### config.mk
export PLATFORM = sky130hd
export DESIGN_NAME = cnn_job_seq
export DESIGN_NICKNAME = d
export VERILOG_FILES = /design/src/rtl/cnn_job_seq.sv
export SDC_FILE = /design/constraint.sdc
export NUM_CORES = 1
export LEC_CHECK = 0
export CORE_MARGIN = 2
export CORE_UTILIZATION = 37
export CTS_BUF_LIST = sky130_fd_sc_hd__clkbuf_4 sky130_fd_sc_hd__clkbuf_8
export DETAILED_ROUTE_END_ITERATION = 7
export GPL_TIMING_DRIVEN = 0
export HOLD_SLACK_MARGIN = 0.08
export PLACE_DENSITY = 0.65
export SYNTH_ARGS = -nofsm -noshare
export SYNTH_HDL_FRONTEND = slang
export SYNTH_SLANG_ARGS = --single-unit
### constraint.sdc
create_clock -name clk -period 3.75 [get_ports clk]
set_clock_uncertainty 0.15 [all_clocks]
set_input_delay 0.75 -clock clk [delete_from_list [all_inputs] [get_ports clk]]
set_output_delay 0.75 -clock clk [all_outputs]
set_load 0.03 [all_outputs]
### src/rtl/cnn_job_seq.sv
// Destination-domain job sequencer: turns one go pulse into NTILE tile launches and one done pulse.
// Optional tile watchdog is compiled in with `define JOB_WDOG_EN (adds timeout_o).
module cnn_job_seq #(
    parameter int NTILE_W = 8,
    parameter int WDOG_W  = 16
) (
    input  logic               clk,
    input  logic               rst,
    input  logic               go_i,
    input  logic [NTILE_W-1:0] cfg_ntile_i,
    output logic               tile_go_o,
    output logic [NTILE_W-1:0] tile_idx_o,
    input  logic               tile_done_i,
    output logic               done_o,
    output logic               busy_o,
    output logic               overrun_o,
    output logic               spurious_o,
`ifdef JOB_WDOG_EN
    output logic               timeout_o,
`endif
    output logic [1:0]         state_o
);

    // Handshake: go_i, tile_go_o, tile_done_i and done_o are all single-cycle
    // pulses with no back-pressure; the producer never waits for an ack, so a go
    // that cannot be queued (one already pending) is dropped and flagged.

    typedef enum logic [1:0] {
        IDLE   = 2'd0,
        LAUNCH = 2'd1,
        WAIT   = 2'd2,
        DONE   = 2'd3
    } state_t;

    state_t             state_r;
    logic [NTILE_W-1:0] ntile_r;
    logic [NTILE_W-1:0] cnt_r;
    logic               pending_r;
    logic               start_job;

`ifdef JOB_WDOG_EN
    localparam logic [WDOG_W-1:0] WDOG_LAST = {{(WDOG_W-1){1'b1}}, 1'b0};
    logic [WDOG_W-1:0] wdog_r;
`endif

    assign state_o    = state_r;
    assign tile_idx_o = cnt_r;

    // A job starts from IDLE on go, or straight out of DONE when a go is queued
    // or arrives in the DONE cycle itself.
    always_comb begin
        start_job = 1'b0;
        if (state_r == IDLE) begin
            start_job = go_i;
        end else if (state_r == DONE) begin
            start_job = go_i | pending_r;
        end
    end

    always_ff @(posedge clk) begin
        if (rst) begin
            state_r    <= IDLE;
            ntile_r    <= '0;
            cnt_r      <= '0;
            pending_r  <= 1'b0;
            tile_go_o  <= 1'b0;
            done_o     <= 1'b0;
            busy_o     <= 1'b0;
            overrun_o  <= 1'b0;
            spurious_o <= 1'b0;
`ifdef JOB_WDOG_EN
            wdog_r     <= '0;
            timeout_o  <= 1'b0;
`endif
        end else begin
            tile_go_o <= 1'b0;
            done_o    <= 1'b0;

            if (start_job) begin
                ntile_r <= cfg_ntile_i;
                cnt_r   <= '0;
                busy_o  <= 1'b1;
                if (cfg_ntile_i == '0) begin
                    state_r <= DONE;
                    done_o  <= 1'b1;
                end else begin
                    state_r   <= LAUNCH;
                    tile_go_o <= 1'b1;
                end
            end else begin
                case (state_r)
                    IDLE: begin
                        state_r <= IDLE;
                    end
                    LAUNCH: begin
                        state_r <= WAIT;
`ifdef JOB_WDOG_EN
                        wdog_r  <= '0;
`endif
                    end
                    WAIT: begin
                        if (tile_done_i) begin
                            if (cnt_r == ntile_r - NTILE_W'(1)) begin
                                state_r <= DONE;
                                done_o  <= 1'b1;
                            end else begin
                                cnt_r     <= cnt_r + NTILE_W'(1);
                                state_r   <= LAUNCH;
                                tile_go_o <= 1'b1;
                            end
                        end
`ifdef JOB_WDOG_EN
                        // Counter reaches all-ones on this edge: abandon the remaining tiles.
                        else if (wdog_r == WDOG_LAST) begin
                            wdog_r    <= wdog_r + WDOG_W'(1);
                            state_r   <= DONE;
                            done_o    <= 1'b1;
                            timeout_o <= 1'b1;
                        end else begin
                            wdog_r <= wdog_r + WDOG_W'(1);
                        end
`endif
                    end
                    DONE: begin
                        state_r <= IDLE;
                        busy_o  <= 1'b0;
                    end
                    default: begin
                        state_r <= IDLE;
                        busy_o  <= 1'b0;
                    end
                endcase
            end

            // Go outside IDLE: queue one, flag the rest. A go in DONE with nothing
            // queued was already consumed by start_job.
            if (go_i && state_r != IDLE) begin
                if (pending_r) begin
                    overrun_o <= 1'b1;
                end else if (state_r != DONE) begin
                    pending_r <= 1'b1;
                end
            end
            if (state_r == DONE && pending_r) begin
                pending_r <= 1'b0;
            end

            if (tile_done_i && state_r != WAIT) begin
                spurious_o <= 1'b1;
            end
        end
    end

endmodule

==> key figures, run 1 <==
Synthesis
  – Main synth FF type: dfxtp_1
  – Post-synth EDFFs: 0
  – Post-Syn Area: 1310 um^2
  – Synth top area cells: dfxtp_1 37%, mux2i_1 6.1%, nor2_1 4.9%, ha_1 4.8%, a21oi_1 4.2%
  – Async set or reset register ratio after synthesis: 0%
  – Post-synthesis cell type count: 40
  – Post-synth net total: ~170
  – Complex-gate fraction of the synthesized area: between 10% and 20%
  – Synth Register Bits: 24
  – Syn Area/Cell: about 8.8 um^2
  – Largest family of logic cells by synthesized area: simple AND/OR/NAND/NOR gates
  – Sequential-to-total area share from yosys stat: a little under two fifths
  – Commonest cells post-synth: 24 x dfxtp_1, 17 x nor2_1, 11 x a21oi_1
  – Synth Area in Simple Gates: 25.0%
  – Yosys warns: 0
  – Synthesized-area fraction occupied by adder cells: under 10%
  – Synth area leader: dfxtp_1
  – Count leader, synth: dfxtp_1
  – Mux cell area share after synthesis: 6.13%
  – Synthesized instance count: 149
  – Area share of the largest cell type after synthesis: a little under two fifths
  – Xor/xnor share of the synthesized area: approximately 6.0%

Global routing
  – M1 GR Usage: 18.0%
  – First-pass GRT wire length: 4910 um
  – Initial antenna violation count: 0
  – Number of global-route vias before repair: 1136
  – Met2 global-route usage: 25.5%
  – Grt met3 use: 3.21%
  – Top Usage Layer GRT: met2
  – Total Routing Usage GR: around 15%
  – Largest net degree at the start of global routing: 15
  – Grt ovf: 0

Clock tree
  – # hold bufs at CTS: 0
  – Root Buffer: clkbuf_4
  – CTS clk-pin slew, worst paths: 130 ps
  – Worst skew pair latency: 310 ps
  – Num CTS Buffers: 3
  – Resize count post-CTS: 0
  – TritonCTS clock tree: built
  – Clock Path Buffers: 2
  – Postcts setup bufs: 0
  – Htree depth: 1
  – Total clock sinks: 24

Route
  – Routed WL: ~2800 um
  – DRT iter0 DRCs: 23
  – Wire per inst: ~13 um
  – Post-route ant nets: 0
  – Via count: ~1200
  – DRC viols: 0
  – Vias per std cell: between 5 and 6
  – Pre-antenna DRT Iters: 4

Worst setup path
  – Worst-case reg-to-reg path depth: 9
  – Crit path cell chain: inv_1, ha_1, or3b_2, nor3_1, xnor2_1, a2111oi_4, buf_6, o21ai_0, a21oi_1
  – Setup crit end kind: flop
  – CP peak stage delay: ~530 ps
  – Worst Path Max Fanout: 10
  – Reg2Reg Setup Slack: approximately 1000 ps
  – Reg-to-reg startpoint: ntile_r[0]
  – Crit path kind: reg2reg
  – Arrival time at the worst endpoint: roughly 2800 ps
  – R2R Path End: tile_idx_o[2]
  – Worst path slowest cell: a2111oi_4
  – Startpoint Class: flop
  – CP delay by family, top: compound AO/OA/AOI/OAI gates
  – Worst Path Buf+Inv: 2
  – Worst EP required: 3830 ps

Timing
  – Setup TNS: 0 ps
  – Max Slew Vio Count: 0
  – Hold_ws: 352 ps
  – Crit path time final: between 2000 and 3000 ps
  – Setup Viol. Count Final: 0
  – RSZ-0062 raised after global routing: no
  – Final WS setup: a little over 1000 ps
  – Final Cycle Share: a little over 70%
  – Fmax: roughly 0.37 GHz
  – Final hold viol count: 0
  – Worst-Margin Slew: roughly 730 ps
  – Slew HR: about 50%

Layout
  – Layout cells sized above 1: approximately 7.3%
  – Design area: 1670 um^2
  – Post-layout nets: about 200
  – Area occupied by multi-input gates: 776 um^2
  – Storage cell area: 480 um^2
  – ANT cells: 0
  – Filler Cell Count: 336
  – Syn-to-layout area delta: 27.6%

Run status
  – Status: completed

Floorplanning
  – Die area: slightly above 4000 um^2
  – Num rows: 21
  – Area of the core: around 3400 um^2
  – Num ports: 27
  – Die Ht: around 63 um
  – Die Span X: 63.4 um
  – Starting Density: 38.8%

Placed design
  – PortBufs: 25
  – Final HPWL DP: between 2000 and 2500 um
  – GPL Wtd Cong: approximately 0.76
  – Dpl ws: 861 ps
  – Placed Instance Area: around 1600 um^2

Power
  – Power, Total: around 0.00068 W
  – Max VDD drop: about 0.18 mV
  – Leak: roughly 0.62 nW
  – Power Density: 408 nW/um^2

Min path
  – Hold path endpoint: spurious_o
  – Hold wc startpoint: spurious_o
  – HP Class: reg2reg
  – Hold path depth: 2

Flow run
  – Max-Cap Viols: 0
registers in the layout, indices dropped and copies added (netlist names):
signal      cells
tile_idx_o      8
ntile_r         8
pending_r       1
tile_go_o       1
busy_o          1
state_o         2
overrun_o       1
spurious_o      1
done_o          1
per-layer routing:
metal	routed length, um	up-vias	share of wire [%]
met4	14	0	0.49
met2	1410	23	50
met1	1280	550	45
met5	0	-	0
met3	120	2	4.2
li1	-	588	-
final cells by class:
class                   instances  share of cell area (%)
well taps                      46                    3.45
clock buffers                   3                    1.35
multi-input cells             114                    46.5
inverters                       5                    1.13
repair buffers                 25                    15.0
flip-flops and latches         24                    28.8
plain buffers                   6                    1.88
clock inverters                 1                    1.80
cell families after synthesis:
group | after synthesis
xor+xnor | 9
mux | 8
buf+inv | 11
fa+ha+maj | 5
flops | 24
compound gates | 33
simple gates | 59
power by group:
group	internal, W	switching [W]
combinational	0.0000938	0.000103
clock	0.000108	0.0000777
sequential	0.000275	0.0000214
layout by cell type, fill, tap and decap left out, types with 5 or more instances in the layout:
cell type / netlist / routed
nor3_1: 5 / 5
nand3_1: 6 / 6
mux2i_1: 8 / 8
or3_1: 7 / 7
xnor2_1: 6 / 6
inv_1: 5 / 5
dfxtp_1: 24 / 24
o21ai_0: 9 / 9
ha_1: 5 / 5
nor2_1: 17 / 17
clkdlybuf4s50_1: 0 / 25
a21oi_1: 11 / 11
metrics by stage:
stage               instances  utilization, %
detailed placement        220            48.0
global placement          220            48.0
global route              224            49.6
CTS                       224            49.6
finish                    224            49.6
floorplan                 149               -
worst max-delay path by stage:
stage | start | endpoint | slack, ps | cells past startpoint
final | ntile_r[0] | tile_idx_o[2] | 1040 | 9
after floorplan | ntile_r[0] | tile_go_o | 1320 | 9
after global placement | go_i | ntile_r[7] | 870 | 5
after CTS | ntile_r[0] | tile_go_o | 1030 | 9
after detailed placement | go_i | ntile_r[6] | 860 | 5
after global routing | ntile_r[0] | tile_idx_o[2] | 880 | 9
worst register-to-register path: stages, from the launching register on:
cell	delay (ps)
dfxtp_1	380
inv_1	70
ha_1	210
or3b_2	480
nor3_1	190
xnor2_1	130
a2111oi_4	530
buf_6	210
o21ai_0	90
a21oi_1	180
No activity file was read; power rests on OpenSTA's default activity.
==> inputs of run 2 (changes only) <==
--- a/config.mk
+++ b/config.mk
@@ -11,7 +11,7 @@
 export DETAILED_ROUTE_END_ITERATION = 7
 export GPL_TIMING_DRIVEN = 0
 export HOLD_SLACK_MARGIN = 0.08
-export PLACE_DENSITY = 0.65
+export PLACE_DENSITY = 0.67
 export SYNTH_ARGS = -nofsm -noshare
 export SYNTH_HDL_FRONTEND = slang
 export SYNTH_SLANG_ARGS = --single-unit
==> constraint.sdc (replaced) <==
create_clock -name clk -period 2.32 [get_ports clk]
set_clock_uncertainty 0.15 [all_clocks]
set_input_delay 0.464 -clock clk [delete_from_list [all_inputs] [get_ports clk]]
set_output_delay 0.464 -clock clk [all_outputs]
set_load 0.03 [all_outputs]
==> run 2 against run 1 <==
Against the previous run:
- clock-buffer cell count up 1
- die area unchanged
- cell count up 1.8%
- setup slack worse by 1200 ps
- combinational power up 86%
- critical path depth down 2
- critical path type unchanged
- sequential cell count unchanged
- hold slack worse by 16 ps
- global-route usage up 1.1 points
- total power up 57%
- sequential share of layout area down 1.4 points
- the run now ends with setup timing left
- register-to-register slack worse by 1200 ps
==> key figures, run 2 (same netlist as run 1, synthesis figures left out) <==
Worst setup path
  – Arrival time at the worst endpoint: 2530 ps (-260 ps)
  – Startpoint Class: flop
  – Setup crit end kind: flop
  – Crit path kind: reg2reg
  – Worst Path Max Fanout: 6 (-4)
  – Worst EP required: 2370 ps (-1460 ps)

Timing
  – RSZ-0062 raised after global routing: yes
  – Worst-Margin Slew: 508 ps (-219 ps)
  – Hold_ws: 336 ps (-15.9 ps)
  – Slew HR: 66.1% (+15 points)
  – Final WS setup: -163 ps (-1200 ps)
  – Setup Viol. Count Final: 11 (+11)
  – Fmax: 0.403 GHz (+9.2%)
  – Final Cycle Share: 107% (+35 points)
  – Setup TNS: -1480 ps (-1480 ps)
  – Final hold viol count: 0 (unchanged)
  – Crit path time final: 2480 ps (-228 ps)
  – Max Slew Vio Count: 0 (unchanged)

Layout
  – Syn-to-layout area delta: 35.3%
  – Storage cell area: 485 um^2 (+1.0%)
  – Most frequent cells in the layout: 25 x clkdlybuf4s50_1, 22 x dfxtp_1, 16 x nor2_1
  – Most common cell after layout, fill and taps aside: clkdlybuf4s50_1
  – Layout cells sized above 1: 15.9% (+8.6 points)
  – ANT cells: 0 (unchanged)
  – Post-layout nets: 200 (+2.0%)
  – Area occupied by multi-input gates: 857 um^2 (+10%)
  – Filler Cell Count: 343 (+2.1%)
  – Finished Layout Cells: 228 (+1.8%)

Power
  – Power Density: 603 nW/um^2 (+48%)
  – Gate power share: 34.3% (+5.3 points)
  – Clk pwr share: 20.6% (-6.7 points)
  – Leak: 0.654 nW (+5.3%)
  – Cell Int Power: 0.000719 W (+51%)
  – Net switching power: 0.000347 W (+71%)
  – Switch share: 32.5% (+2.7 points)
  – Max VDD drop: 0.287 mV (+59%)
  – Seq pwr share: 45.1% (+1.4 points)

Global routing
  – Number of global-route vias before repair: 1165 (+2.6%)
  – First-pass GRT wire length: 5110 um (+4.1%)
  – Grt ovf: 0 (unchanged)
  – Largest net degree at the start of global routing: 14 (-1)
  – Initial antenna violation count: 0 (unchanged)
  – Total Routing Usage GR: 15.8% (+1.1 points)

Placed design
  – GPL Wtd Cong: 0.754 (-0.58%)
  – Final HPWL DP: 2250 um (+3.4%)
  – Dpl cells: 220 (unchanged)
  – PortBufs: 25 (unchanged)

Route
  – Routed WL: 3110 um (+10%)
  – DRC viols: 0 (unchanged)
  – Post-route ant nets: 0 (unchanged)
  – DRT iter0 DRCs: 62 (+170%)
  – Pre-antenna DRT Iters: 4 (unchanged)
  – Vias per std cell: 5.31 (+2.3%)
  – Via count: 1211 (+4.1%)
  – Wire per inst: 13.7 um (+8.0%)

Clock tree
  – Clock Path Buffers: 2 (unchanged)
  – Htree depth: 1 (unchanged)
  – Root Buffer: clkbuf_4
  – # hold bufs at CTS: 0 (unchanged)
  – TritonCTS clock tree: built
  – Total clock sinks: 24 (unchanged)
  – Num CTS Buffers: 3 (unchanged)
  – Worst skew pair latency: 310 ps (about the same)
  – CTS clk-pin slew, worst paths: 130 ps (about the same)

Floorplanning
  – Die Span X: 63.4 um (unchanged)
  – Die Ht: 63.4 um (unchanged)
  – Area of the core: 3360 um^2 (unchanged)
  – Die area: 4020 um^2 (unchanged)
  – Starting Density: 38.8% (unchanged)
  – Num ports: 27 (unchanged)
  – Num rows: 21 (unchanged)

Flow run
  – Max-Cap Viols: 0 (unchanged)

Run status
  – Status: finished, violations left
  – Failing checks: setup timing

Min path
  – HP Class: reg2reg
-- run 2: path summary, 6_finish.rpt --
check,to,start,slack (ps),cells past startpoint
setup / recovery,tile_go_o,ntile_r[1],-160,7
hold / removal,spurious_o,spurious_o,340,2
setup reg to reg,tile_go_o,ntile_r[1],-160,7
hold reg to reg,spurious_o,spurious_o,340,2
-- run 2: critical path, stage by stage, from the launching register on --
cell and delay (ps):
dfxtp_2 360, or4_4 560, and4bb_1 320, a311oi_4 70, a2111oi_4 530, buf_6 190, nand2b_4 140, a211oi_2 70
-- run 2: stage by stage --
stage	util (%)	setup WS [ps]	cell area [um^2]	power, W
6_report	52.6	-163	1770	0.00107
4_1_cts	50.9	-179	1710	0.00107
5_1_grt	52.6	-258	1770	0.00113
3_5_place_dp	48.3	-336	1630	0.000817
3_3_place_gp	48.3	-253	1630	0.000805
2_1_floorplan	-	5.97	1320	0.000724
-- run 2: area by class of cell --
class	instances	area share [%]
multi-input cells	114	48.5
well taps	46	3.26
plain buffers	6	1.84
flip-flops and latches	24	27.5
repair buffers	29	15.9
clock buffers	4	2.05
inverters	5	1.06
-- run 2: power groups by stage --
stage | clock network, W | registers (W) | logic, W
floorplan | 0 | 0.000510 | 0.000214
global placement | 0 | 0.000488 | 0.000317
detailed placement | 0 | 0.000489 | 0.000329
CTS | 0.000225 | 0.000480 | 0.000360
global route | 0.000246 | 0.000486 | 0.000397
finish | 0.000220 | 0.000481 | 0.000366
-- run 2: what timing repair did --
item | 4_1_cts | 5_1_grt
pin swaps | 13 | 7
cloned | 0 | 1
buffers inserted | 2 | 1
resized for setup | 9 | 14
setup endpoints to repair | 17 | 19
-- run 2: per-layer routing --
metal | wire length [um] | track usage [%] | part of all wire, % | up-vias
met2 | 1610 | 27.9 | 52 | 33
li1 | - | - | - | 600
met3 | 137 | 3.21 | 4.4 | 0
met1 | 1360 | 19.0 | 44 | 578
met4 | 0 | 4.89 | 0 | 0
met5 | 0 | 0 | 0 | -
==> inputs of run 3 (changes only) <==
--- a/config.mk
+++ b/config.mk
@@ -6,12 +6,12 @@
 export NUM_CORES = 1
 export LEC_CHECK = 0
 export CORE_MARGIN = 2
-export CORE_UTILIZATION = 37
+export CORE_UTILIZATION = 40
 export CTS_BUF_LIST = sky130_fd_sc_hd__clkbuf_4 sky130_fd_sc_hd__clkbuf_8
 export DETAILED_ROUTE_END_ITERATION = 7
 export GPL_TIMING_DRIVEN = 0
 export HOLD_SLACK_MARGIN = 0.08
-export PLACE_DENSITY = 0.67
+export PLACE_DENSITY = 0.71
 export SYNTH_ARGS = -nofsm -noshare
 export SYNTH_HDL_FRONTEND = slang
 export SYNTH_SLANG_ARGS = --single-unit
==> run 3 against run 2 <==
Against the previous run:
- critical endpoint is now done_o
- cell count is 0.88% higher
- the flow still finishes with violations (setup timing)
- total power grew 10%
- global-route usage up 0.71 points
==> key figures, run 3 (same netlist as run 1, synthesis figures left out) <==
Run status
  – Status: finished, violations left
  – Failing checks: setup timing

Global routing
  – First-pass GRT wire length: 4780 um (-6.5%)
  – Number of global-route vias before repair: 1151 (-1.2%)
  – Total Routing Usage GR: 16.5% (+0.71 points)
  – Initial antenna violation count: 0 (unchanged)
  – Largest net degree at the start of global routing: 15 (+1)
  – Grt ovf: 0 (unchanged)

Layout
  – Design area: 1820 um^2 (+2.9%)
  – Syn-to-layout area delta: 39.3%
  – Most frequent cells in the layout: 25 x clkdlybuf4s50_1, 22 x dfxtp_1, 17 x nor2_1
  – Post-layout nets: 204 (+2.0%)
  – Filler Cell Count: 279 (-19%)
  – Most common cell after layout, fill and taps aside: clkdlybuf4s50_1
  – Layout cells sized above 1: 19.4% (+3.4 points)
  – ANT cells: 0 (unchanged)

Route
  – Pre-antenna DRT Iters: 4 (unchanged)
  – DRT iter0 DRCs: 46 (-26%)
  – Wire per inst: 13.0 um (-5.1%)
  – Via count: 1168 (-3.6%)
  – Post-route ant nets: 0 (unchanged)
  – Routed WL: 2980 um (-4.2%)
  – DRC viols: 0 (unchanged)
  – Vias per std cell: 5.08 (-4.4%)

Power
  – Power Density: 646 nW/um^2 (+7.1%)
  – Leak: 0.686 nW (+4.8%)
  – Max VDD drop: 0.407 mV (+42%)

Floorplanning
  – Num rows: 20 (-4.8%)
  – Die Ht: 61.1 um (-3.6%)
  – Starting Density: 42.4% (+3.6 points)
  – Num ports: 27 (unchanged)
  – Area of the core: 3080 um^2 (-8.5%)
  – Die Span X: 61.1 um (-3.6%)
  – Die area: 3740 um^2 (-7.0%)

Clock tree
  – # hold bufs at CTS: 0 (unchanged)
  – Worst skew pair latency: 310 ps (about the same)
  – Num CTS Buffers: 3 (unchanged)
  – Total clock sinks: 24 (unchanged)
  – CTS clk-pin slew, worst paths: 130 ps (about the same)
  – Clock Path Buffers: 2 (unchanged)
  – Htree depth: 1 (unchanged)
  – Root Buffer: clkbuf_4
  – TritonCTS clock tree: built

Worst setup path
  – CP delay by family, top: simple AND/OR/NAND/NOR gates
  – Most frequent CP cell: buf_4
  – Arrival time at the worst endpoint: 2610 ps (+80 ps)
  – Worst Path Max Fanout: 5 (-1)
  – CP peak stage delay: 470 ps (-90 ps)
  – Crit path cell chain: buf_4, inv_2, ha_4, or3b_4, nor3_4, xnor2_2, a2111oi_4, buf_4, a31oi_1, nor2_1
  – Reg2Reg Setup Slack: -180 ps (about the same)
  – Worst Path Buf+Inv: 3 (+2)
  – Worst path slowest cell: a2111oi_4
  – Startpoint Class: flop
  – Setup crit end kind: flop
  – Crit path kind: reg2reg
  – Worst EP required: 2430 ps (+60 ps)

Placed design
  – Placed Instance Area: 1620 um^2 (-0.15%)
  – Final HPWL DP: 2170 um (-3.6%)
  – GPL Wtd Cong: 0.810 (+7.4%)
  – Dpl ws: -297 ps (+38.5 ps)
  – PortBufs: 25 (unchanged)

Timing
  – Crit path time final: 2500 ps (+15.0 ps)
  – Slew HR: 67.6% (+1.5 points)
  – Max Slew Vio Count: 0 (unchanged)
  – Final WS setup: -178 ps (-15.0 ps)
  – Final hold viol count: 0 (unchanged)
  – RSZ-0062 raised after global routing: yes
  – Setup Viol. Count Final: 11 (unchanged)
  – Worst-Margin Slew: 483 ps (-25.4 ps)
  – Setup TNS: -1710 ps (-226 ps)
  – Fmax: 0.400 GHz (-0.60%)
  – Final Cycle Share: 108% (+0.64 points)

Flow run
  – Max-Cap Viols: 0 (unchanged)

Min path
  – HP Class: reg2reg
run 3: cell count changes in the layout (fill, tap and decap cells not counted), sizes merged:
cell	previous run	this run
clkbuf	6	5
buf	8	12
bufinv	0	1
run 3: final timing paths:
kind         depth (start not counted)        from  endpoint
max                                 10  ntile_r[1]    done_o
min                                  2      busy_o    busy_o
max reg2reg                         10  ntile_r[1]    done_o
min reg2reg                          2      busy_o    busy_o
run 3: what timing repair did:
action                     in CTS  in global routing
setup buffers                   4                  3
cloned                          1                  0
pin swaps                      16                 17
gates resized for setup         6                 22
setup endpoints to repair      17                 19
run 3: final cells by class:
type                    count  area (um^2)  share of cell area (%)
multi-input cells         114          858                    47.2
plain buffers               6         32.5                    1.79
repair buffers             33          314                    17.3
inverters                   5         21.3                    1.17
well taps                  44         55.1                    3.03
flip-flops and latches     24          485                    26.7
clock buffers               3         22.5                    1.24
clock inverters             1         30.0                    1.65
run 3: power by group:
| part | total (W) | leakage [nW] | switching (W) | internal (W) |
|---|---|---|---|---|
| registers | 0.000481 | 0.197 | 0.0000356 | 0.000446 |
| logic | 0.000395 | 0.461 | 0.000193 | 0.000202 |
| clock network | 0.000299 | 0.0279 | 0.000125 | 0.000175 |
run 3: worst register-to-register path, delay by kind of cell (launching register included):
kind            cells  cell delay [ps]
compound gates      2              570
xor+xnor            1              110
fa+ha+maj           1              140
buf+inv             3              430
flops               1              340
simple gates        3              700
run 3: stage by stage:
stage | hold slack [ps] | std cells | utilization (%) | total power [W]
after floorplan | 323 | 149 | - | 0.000724
after global placement | 305 | 218 | 52.7 | 0.000803
after detailed placement | 313 | 218 | 52.7 | 0.000815
after CTS | 336 | 227 | 56.7 | 0.00115
after global routing | 362 | 230 | 59.1 | 0.00124
final | 340 | 230 | 59.1 | 0.00118
run 3: routing by layer:
metal	GRT usage, %	part of all wire [%]
met5	0	0
met4	4.04	0
met3	2.10	2.0
met2	29.8	51
met1	20.6	47
